### src/rtl/systolic_drain.sv
// Drains the N x N MAC array: on a done rising edge it snapshots every PE accumulator and exponent,
// then streams the results as FP16 in row-major order over a valid/ready handshake.
module systolic_drain #(
    parameter int ACC_WIDTH = 32,
    parameter int N         = 2,
    parameter int FRAC_BITS = 10,
    localparam int NPE      = N * N,
    localparam int IDX_W    = (NPE > 1) ? $clog2(NPE) : 1
) (
    input  logic                     clk,
    input  logic                     rst,
    input  logic                     done_in,
    input  logic [NPE*ACC_WIDTH-1:0] acc_in,
    input  logic [NPE*5-1:0]         exp_in,
    output logic [15:0]              res_data,
    output logic [IDX_W-1:0]         res_idx,
    output logic                     res_valid,
    input  logic                     res_ready,
    output logic                     res_last,
    output logic                     busy,
    output logic                     overrun
);

    typedef enum logic [1:0] {IDLE, LOAD, SEND} state_t;

    state_t                 state_q, state_d;
    logic                   done_q;
    logic [ACC_WIDTH-1:0]   snap_acc_q [NPE];
    logic [4:0]             snap_exp_q [NPE];
    logic [IDX_W-1:0]       idx_q, idx_d, nxt_idx;
    logic [15:0]            data_q, data_d;
    logic                   valid_q, valid_d;
    logic                   last_q, last_d;
    logic                   busy_q, busy_d;
    logic                   ovr_q, ovr_d;
    logic                   done_edge;
    logic                   capture;

    // Value = signed(acc) * 2^(exp - 15 - FRAC_BITS), truncated, flushed to zero below the normal range.
    function automatic logic [15:0] fp16_convert(input logic [ACC_WIDTH-1:0] acc,
                                                 input logic [4:0] ex);
        logic                 s;
        logic [ACC_WIDTH-1:0] m;
        logic [ACC_WIDTH-1:0] norm;
        logic [9:0]           mant;
        logic [15:0]          res;
        int                   p;
        int                   e;
        s = acc[ACC_WIDTH-1];
        m = s ? -acc : acc;
        p = 0;
        for (int i = 0; i < ACC_WIDTH; i++) begin
            if (m[i]) p = i;
        end
        norm = m << (ACC_WIDTH - 1 - p);
        mant = norm[ACC_WIDTH-2 -: 10];
        e    = int'(ex) - FRAC_BITS + p;
        if (m == '0)      res = 16'h0000;
        else if (e >= 31) res = {s, 15'h7C00};
        else if (e <= 0)  res = {s, 15'h0000};
        else              res = {s, e[4:0], mant};
        return res;
    endfunction

    assign done_edge = done_in & ~done_q;
    assign nxt_idx   = idx_q + 1'b1;

    always_comb begin
        state_d = state_q;
        idx_d   = idx_q;
        data_d  = data_q;
        valid_d = valid_q;
        last_d  = last_q;
        busy_d  = busy_q;
        ovr_d   = ovr_q | (done_edge && (state_q != IDLE));
        capture = 1'b0;
        case (state_q)
            IDLE: begin
                if (done_edge) begin
                    capture = 1'b1;
                    idx_d   = '0;
                    busy_d  = 1'b1;
                    state_d = LOAD;
                end
            end
            LOAD: begin
                data_d  = fp16_convert(snap_acc_q[0], snap_exp_q[0]);
                idx_d   = '0;
                last_d  = (NPE == 1);
                valid_d = 1'b1;
                state_d = SEND;
            end
            SEND: begin
                if (valid_q && res_ready) begin
                    if (last_q) begin
                        valid_d = 1'b0;
                        last_d  = 1'b0;
                        busy_d  = 1'b0;
                        state_d = IDLE;
                    end else begin
                        idx_d  = nxt_idx;
                        data_d = fp16_convert(snap_acc_q[nxt_idx], snap_exp_q[nxt_idx]);
                        last_d = (nxt_idx == IDX_W'(NPE - 1));
                    end
                end
            end
            default: state_d = IDLE;
        endcase
    end

    always_ff @(posedge clk or negedge rst) begin
        if (!rst) begin
            state_q <= IDLE;
            done_q  <= 1'b0;
            idx_q   <= '0;
            data_q  <= '0;
            valid_q <= 1'b0;
            last_q  <= 1'b0;
            busy_q  <= 1'b0;
            ovr_q   <= 1'b0;
            for (int k = 0; k < NPE; k++) begin
                snap_acc_q[k] <= '0;
                snap_exp_q[k] <= '0;
            end
        end else begin
            state_q <= state_d;
            done_q  <= done_in;
            idx_q   <= idx_d;
            data_q  <= data_d;
            valid_q <= valid_d;
            last_q  <= last_d;
            busy_q  <= busy_d;
            ovr_q   <= ovr_d;
            if (capture) begin
                for (int k = 0; k < NPE; k++) begin
                    snap_acc_q[k] <= acc_in[k*ACC_WIDTH +: ACC_WIDTH];
                    snap_exp_q[k] <= exp_in[k*5 +: 5];
                end
            end
        end
    end

    assign res_data  = data_q;
    assign res_idx   = idx_q;
    assign res_valid = valid_q;
    assign res_last  = last_q;
    assign busy      = busy_q;
    assign overrun   = ovr_q;

endmodule
### config.mk
export PLATFORM = sky130hd
export DESIGN_NAME = systolic_drain
export DESIGN_NICKNAME = d
export VERILOG_FILES = /design/src/rtl/systolic_drain.sv
export SDC_FILE = /design/constraint.sdc
export NUM_CORES = 1
export LEC_CHECK = 0
export CAP_MARGIN = 20
export CORE_MARGIN = 2
export CORE_UTILIZATION = 50
export CTS_BUF_LIST = sky130_fd_sc_hd__clkbuf_4 sky130_fd_sc_hd__clkbuf_8
export DETAILED_ROUTE_END_ITERATION = 8
export PLACE_DENSITY = 0.79
export SLEW_MARGIN = 0
export SYNTH_ARGS = -nofsm -noshare
export SYNTH_HDL_FRONTEND = slang
export SYNTH_SLANG_ARGS = --single-unit
### constraint.sdc
create_clock -name clk -period 9 [get_ports clk]
set_input_delay 2.7 -clock clk [delete_from_list [all_inputs] [get_ports clk]]
set_output_delay 2.7 -clock clk [all_outputs]
set_load 0.05 [all_outputs]
### Yosys cells after proc, flatten, opt, wreduce, memory -nomap -nowiden

Cells that the tools add are included.

* bitwise operators: 4
* div/mod/pow operators: 0
* muxes and demuxes: 101
* order comparisons: 5
* $mul: 0
* equality and inequality tests: 7
* $add $sub $neg: 9
* reduce and logical (&&, ||, !) cells: 15
* shift-type cells: 2

Operators with widths (number)
* 32-bit 2-to-1 mux: 68
* 6-bit by 32-bit adder with 32-bit output: 2
* 32-bit binary-select mux with 2-bit select: 1
* 32-bit by 6-bit greater-or-equal comparator with 1-bit output (second input constant): 2
* 32-bit by 1-bit less-or-equal comparator with 1-bit output (second input constant): 2
* 32-bit zero test: 2
* 16-bit 2-to-1 mux: 4
* 32-bit negator: 2
* 32-bit by 32-bit << shifter with 31-bit output: 2
* 6-bit by 32-bit subtractor with 32-bit output (first input constant): 2
* 15-bit 2-to-1 mux: 4
* 16-bit one-hot mux with 2 select lines: 1
* 2-bit 2-to-1 mux: 6
* 2-bit one-hot mux with 3 select lines: 2
* 5-bit by 4-bit subtractor with 6-bit output (second input constant): 2
* 5-bit binary-select mux with 2-bit select: 1
* 5-bit 2-to-1 mux: 2
* 1-bit 2-to-1 mux: 9
* 3-bit AND reduction: 3
* 2-bit inequality test (second input constant): 4
* 4-bit AND reduction: 2
* 1-bit one-hot mux with 2 select lines: 3
* 2-bit nonzero test: 3
* 2-bit == test (second input constant): 2
* 11 further kinds: 12

* ROM bits: 0
* memories kept: 0
* memory bits (writable): 0
* register bits: 173
* logic and storage cells: 159
* latch bits: 0
* bits of input ports: 152

### Depth between registers and ports, before layout

Gate-level depths: netlist (run 1).

* depth after elaboration: 49
* mapped depth: 42

### Least setup slack after synthesis (run 1)

No wires, ideal clock.

* kind: flip-flop to flip-flop
* from: reg idx_q[0], in the netlist res_idx[0]
* to: reg data_q[4], in the netlist res_data[4]
* slack: -615 ps
* cell stages (with the launch flop): 43
* data required time: 8920 ps
* buffers on the path: 10
* data arrival time: 9534 ps
* setup time: 80 ps
* cell sequence: dfrtp_1 > buf_6 > buf_2 > buf_2 > buf_2 > inv_1 > ha_1 > clkbuf_1 > buf_2 > mux4_2 > clkbuf_1 > inv_1 > ha_1 > inv_1 > nor4_1 > nand4_1 > o32ai_1 > nor2_1 > [... 7 more ...] > ha_1 > inv_1 > fa_1 > inv_1 > a21oi_1 > o21ai_0 > a21o_1 > nand2_1 > ha_1 > nor4b_1 > nand2_1 > or4_1 > a31oi_1 > o32a_1 > nand3_1 > clkbuf_1 > or3b_1 > o211ai_2

* cells in the longest elaborated chain, start to end: 49
* elaborated cells on any way between the ends: 57
* classes of those cells: add/sub: 5; order compare: 2; shift: 1; mux: 47; bitwise: 1; reduce/logical: 1

RTL lines
* start: declaration: line 30 `logic [IDX_W-1:0] idx_q, idx_d, nxt_idx;`
* start signal: assignment: line 128 `idx_q <= idx_d;`
* 2-bit by 1-bit adder with 2-bit output *: line 66 `assign nxt_idx = idx_q + 1'b1;`
* 2-bit NOT with 3-bit output (implied by the code) *: line 102 `data_d = fp16_convert(snap_acc_q[nxt_idx], snap_exp_q[nxt_idx]);`
* 32-bit binary-select mux with 2-bit select: line 102
* 32-bit 2-to-1 mux (implied by the code) (2 in a row): line 102
* 32-bit negator: line 50 `m = s ? -acc : acc;`
* 32-bit 2-to-1 mux: line 50
* 1-bit 2-to-1 mux: line 53 `if (m[i]) p = i;`
* 32-bit 2-to-1 mux (30 in a row): line 53
* [... 3 more ...]
* 6-bit by 32-bit adder with 32-bit output / 6-bit by 32-bit subtractor with 32-bit output (equally long branches): line 57, 55
* 32-bit by 1-bit less-or-equal comparator with 1-bit output / 32-bit by 32-bit << shifter with 31-bit output (equally long branches): line 60, 55
* 15-bit 2-to-1 mux: line 60 `else if (e <= 0) res = {s, 15'h0000};`
* 15-bit 2-to-1 mux: line 59 `else if (e >= 31) res = {s, 15'h7C00};`
* 16-bit 2-to-1 mux *: line 58 `if (m == '0) res = 16'h0000;`
* 16-bit 2-to-1 mux *: line 95 `if (last_q) begin`
* 16-bit 2-to-1 mux *: line 94 `if (valid_q && res_ready) begin`
* 16-bit one-hot mux with 2 select lines *: line 77 `case (state_q)`
* end signal: assignment: line 129 `data_q <= data_d;`
* end: declaration: line 31 `logic [15:0] data_q, data_d;`

Mark *: on every way between the ends. The rest lies on a longest branch, timed or not. The select of a mux whose other input is x is not followed.
A chain may end at the register's enable or synchronous reset.

### Worst setup path in the final report (run 1)

* from: reg snap_acc_q[96] (netlist name)
* to: reg data_q[1], in the netlist res_data[1]

* cells in the longest elaborated chain, start to end: 47
* elaborated cells on any way between the ends: 94
* classes of those cells: add/sub: 6; order compare: 4; shift: 2; mux: 80; reduce/logical: 2

RTL lines
* start: declaration: line 28 `logic [ACC_WIDTH-1:0] snap_acc_q [NPE];`
* start signal: indexed assignment: line 136 `snap_acc_q[k] <= acc_in[k*ACC_WIDTH +: ACC_WIDTH];`
* 32-bit binary-select mux with 2-bit select: line 102
* 32-bit 2-to-1 mux (implied by the code) (2 in a row): line 102
* 32-bit negator: line 50
* 32-bit 2-to-1 mux: line 50
* 1-bit 2-to-1 mux: line 53
* 32-bit 2-to-1 mux (30 in a row): line 53
* 32-bit 2-to-1 mux: line 95
* 32-bit 2-to-1 mux: line 94
* 32-bit 2-to-1 mux: line 77
* 6-bit by 32-bit adder with 32-bit output / 6-bit by 32-bit subtractor with 32-bit output (equally long branches): line 57, 55
* 32-bit by 1-bit less-or-equal comparator with 1-bit output / 32-bit by 32-bit << shifter with 31-bit output (equally long branches): line 60, 55
* 15-bit 2-to-1 mux: line 60
* 15-bit 2-to-1 mux: line 59
* 16-bit 2-to-1 mux: line 58
* 16-bit 2-to-1 mux: line 95
* 16-bit 2-to-1 mux: line 94
* 16-bit one-hot mux with 2 select lines *: line 77

Marked as above.

==> run metrics, run 1 <==
TNS Setup 0 ns; gpl congestion around 1; io pins 174; area delta synth->final 16.1%; flop2flop setup slack 0.55 ns; first-pass GRT wire length ~84 mm; initial antenna violation count 1; f_max 0.118 GHz; Tmin final 8.45 ns; post-synthesis async set-or-reset flop share 100%; top fanout value on the critical path 18; outcome finished clean; fillcell total approximately 2,600; most frequent cell after synthesis dfrtp_1; Reg2Reg Capture Point res_data[1]$_DFFE_PN0P_; worst r2r src snap_acc_q[96]$_DFFE_PN0P_; Slowest-stage cell, CP or4_1; Distinct cells, synth between 100 and 150; Starting DRT DRC Count 1,557; min-delay worst type reg -> reg; synthesized instance count 1,684; crit-path max cell delay 0.63 ns; ratio of final minimum period to clock period around 94%; drt first pass iters 7; hold path cells 1; WP data arrival slightly below 9 ns; synth warn 0; Residual DRC 0; post-DR wirelength/cell 24.6 µm; Post-CTS Hold Buffers 0; area of placed instances 17,300 µm²; CP Launch Type register; nets@finish between 1,500 and 2,000; total CTS buffers 17; Worst Reg2Reg Path Length in Cells 29; most instantiated cells after synthesis dfrtp_1 (173), mux2_2 (150), nand2_1 (114); Reg clk slew, reported paths roughly 0.12 ns; die area roughly 32,000 µm²; HP Start overrun$_DFF_PN0_; Die Height ~180 µm; ant diodes 0; GRT Residual Overflow 0; layout cell share with drive strength beyond 1 between 10% and 20%; area leader, netlist dfrtp_1; CTS sink cnt 173; crit path kind reg -> reg; DRT antenna net count 0; Tot GR Track Use 34.2%; Final Slew Violations 0; area share of the largest cell type after synthesis ~28%; Mapped Avg Cell Area 9.09 µm²; Root Buffer clkbuf_8; clk_skew 0.0235 ns; DR vias between 15,000 and 20,000; CORE AREA ~30,000 µm²; Max clock buf depth 2; final hold viol count 0; Std-Cell Rows 64; final WL ~54 mm; RSZ-0062 raised after global routing false; flops & latches, synth ~170; via density per instance just under 7; number of port buffers ~170; synthesized area ~15,000 µm²; dpl hpwl between 40 and 50 mm; CTS tree yes; Worst slew margin 24.2%; largest net degree at the start of global routing 141; syn_nets about 1,900; Worst-Skew Late Latency 0.49 ns; dominant synthesized flop cell dfrtp_1; register area share after synthesis around 28%; setup bufs post-CTS 0; Finished Cell Area roughly 18,000 µm²; Synth area leaders dfrtp_1 (28%), mux2_2 (11%), mux4_2 (5.4%), mux2i_1 (3.3%), o21ai_0 (3.1%); CTS H-tree depth 4; WHS 0.496 ns; vias in the first global route ~15,000; Worst Path Required between 9 and 10 ns; Die Width ~180 µm; Post-synth EDFFs 0; worst slew pin tran 1.14 ns; number of max-cap violations 0; initial core utilization 50.5%; final setup vio count 0; WHS Endpoint overrun$_DFF_PN0_; Worst setup EP type register
-- sequential cells by signal, summed over array words and instances, names as in the netlist, 2 cells and up --
signal      count
res_data       16
res_idx         2
snap_acc_q    128
state_q         2
snap_exp_q     20
-- worst max path at each step --
stage	slack, ns	endpoint	from	cells past startpoint
global route	0.06	res_data[1]$_DFFE_PN0P_	snap_acc_q[96]$_DFFE_PN0P_	29
detailed placement	0.46	res_data[1]$_DFFE_PN0P_	snap_acc_q[96]$_DFFE_PN0P_	29
floorplan	0.03	res_data[4]$_DFFE_PN0P_	res_idx[0]$_DFFE_PN0P_	42
global placement	0.52	res_data[1]$_DFFE_PN0P_	snap_acc_q[96]$_DFFE_PN0P_	29
finish	0.55	res_data[1]$_DFFE_PN0P_	snap_acc_q[96]$_DFFE_PN0P_	29
CTS	0.35	res_data[1]$_DFFE_PN0P_	snap_acc_q[96]$_DFFE_PN0P_	29
-- area by class of cell --
class                           instances  area [µm²]  area share (%)
Clock buffer                           18         248            1.39
Inverter                               53         199            1.12
Multi-Input combinational cell       1342       10300            58.2
Timing Repair Buffer                  205        2010            11.3
Sequential cell                       173        4330            24.4
Clock inverter                         14         145           0.816
Tap cell                              396         495            2.79
-- critical path: cells and delay by family (launching register included) --
family          cells  cell delay (ns)
compound gates      9             2.06
fa+ha+maj           4             1.10
buf+inv             4             0.73
flops               1             0.55
simple gates       12             3.88
-- metal layers --
| layer | vias to the layer above | GRT usage, % | share of wire (%) |
|---|---|---|---|
| met3 | 150 | 9.48 | 9.7 |
| met5 | - | 0 | 0.020 |
| met4 | 2 | 13.2 | 3.9 |
| met2 | 865 | 54.1 | 46 |
| li1 | 6684 | - | - |
| met1 | 7389 | 44.5 | 40 |
-- cell usage in the layout (no fill, tap or decap), types with 22 or more instances in the layout --
master / synthesis / routed
nor2_1: 99 / 99
clkdlybuf4s50_1: 0 / 172
mux4_2: 37 / 37
o31ai_1: 22 / 22
inv_1: 48 / 48
mux2i_1: 51 / 51
a31oi_1: 39 / 38
ha_1: 35 / 34
nand3_1: 54 / 54
o21ai_0: 94 / 94
mux2_2: 150 / 150
buf_4: 0 / 29
nor3_1: 46 / 45
a21oi_1: 92 / 92
o211ai_1: 22 / 22
xor2_1: 32 / 32
dfrtp_1: 173 / 172
xnor2_1: 44 / 44
nand2_1: 114 / 114
-- kinds of logic after synthesis --
group                    Yosys count  synth area share (%)
adder cells (fa/ha/maj)           37                  3.12
AO/OA/AOI/OAI                    495                  22.6
XOR/XNOR                          77                  4.45
multiplexers                     241                  20.2
AND/OR/NAND/NOR                  492                  16.8
buffers and inverters            169                  4.59
flip-flops                       173                  28.3
-- metrics by stage --
step	cells	utilization (%)	setup WS, ns
3_3_place_gp	2167	57.1	0.516
2_1_floorplan	1684	-	0.0302
3_5_place_dp	2167	57.1	0.462
4_1_cts	2199	58.4	0.347
6_report	2201	58.6	0.546
5_1_grt	2201	58.6	0.0569
-- what timing repair did --
action	CTS	global route
setup endpoints to repair	0	9
endpoints found under the hold margin	0	0
gates resized for setup	0	5
Power of run 1 is not shown: default switching activity piles up to over one toggle a cycle in this logic, so the estimate is an artifact.
==> inputs of run 2 (changes only) <==
--- a/config.mk
+++ b/config.mk
@@ -11,7 +11,6 @@
 export CTS_BUF_LIST = sky130_fd_sc_hd__clkbuf_4 sky130_fd_sc_hd__clkbuf_8
 export DETAILED_ROUTE_END_ITERATION = 8
 export PLACE_DENSITY = 0.79
-export SLEW_MARGIN = 0
 export SYNTH_ARGS = -nofsm -noshare
 export SYNTH_HDL_FRONTEND = slang
 export SYNTH_SLANG_ARGS = --single-unit
==> results of run 2 <==
Final layout, timing and power as in run 1 (identical DEF).
Power of run 2 is left out for the same reason.
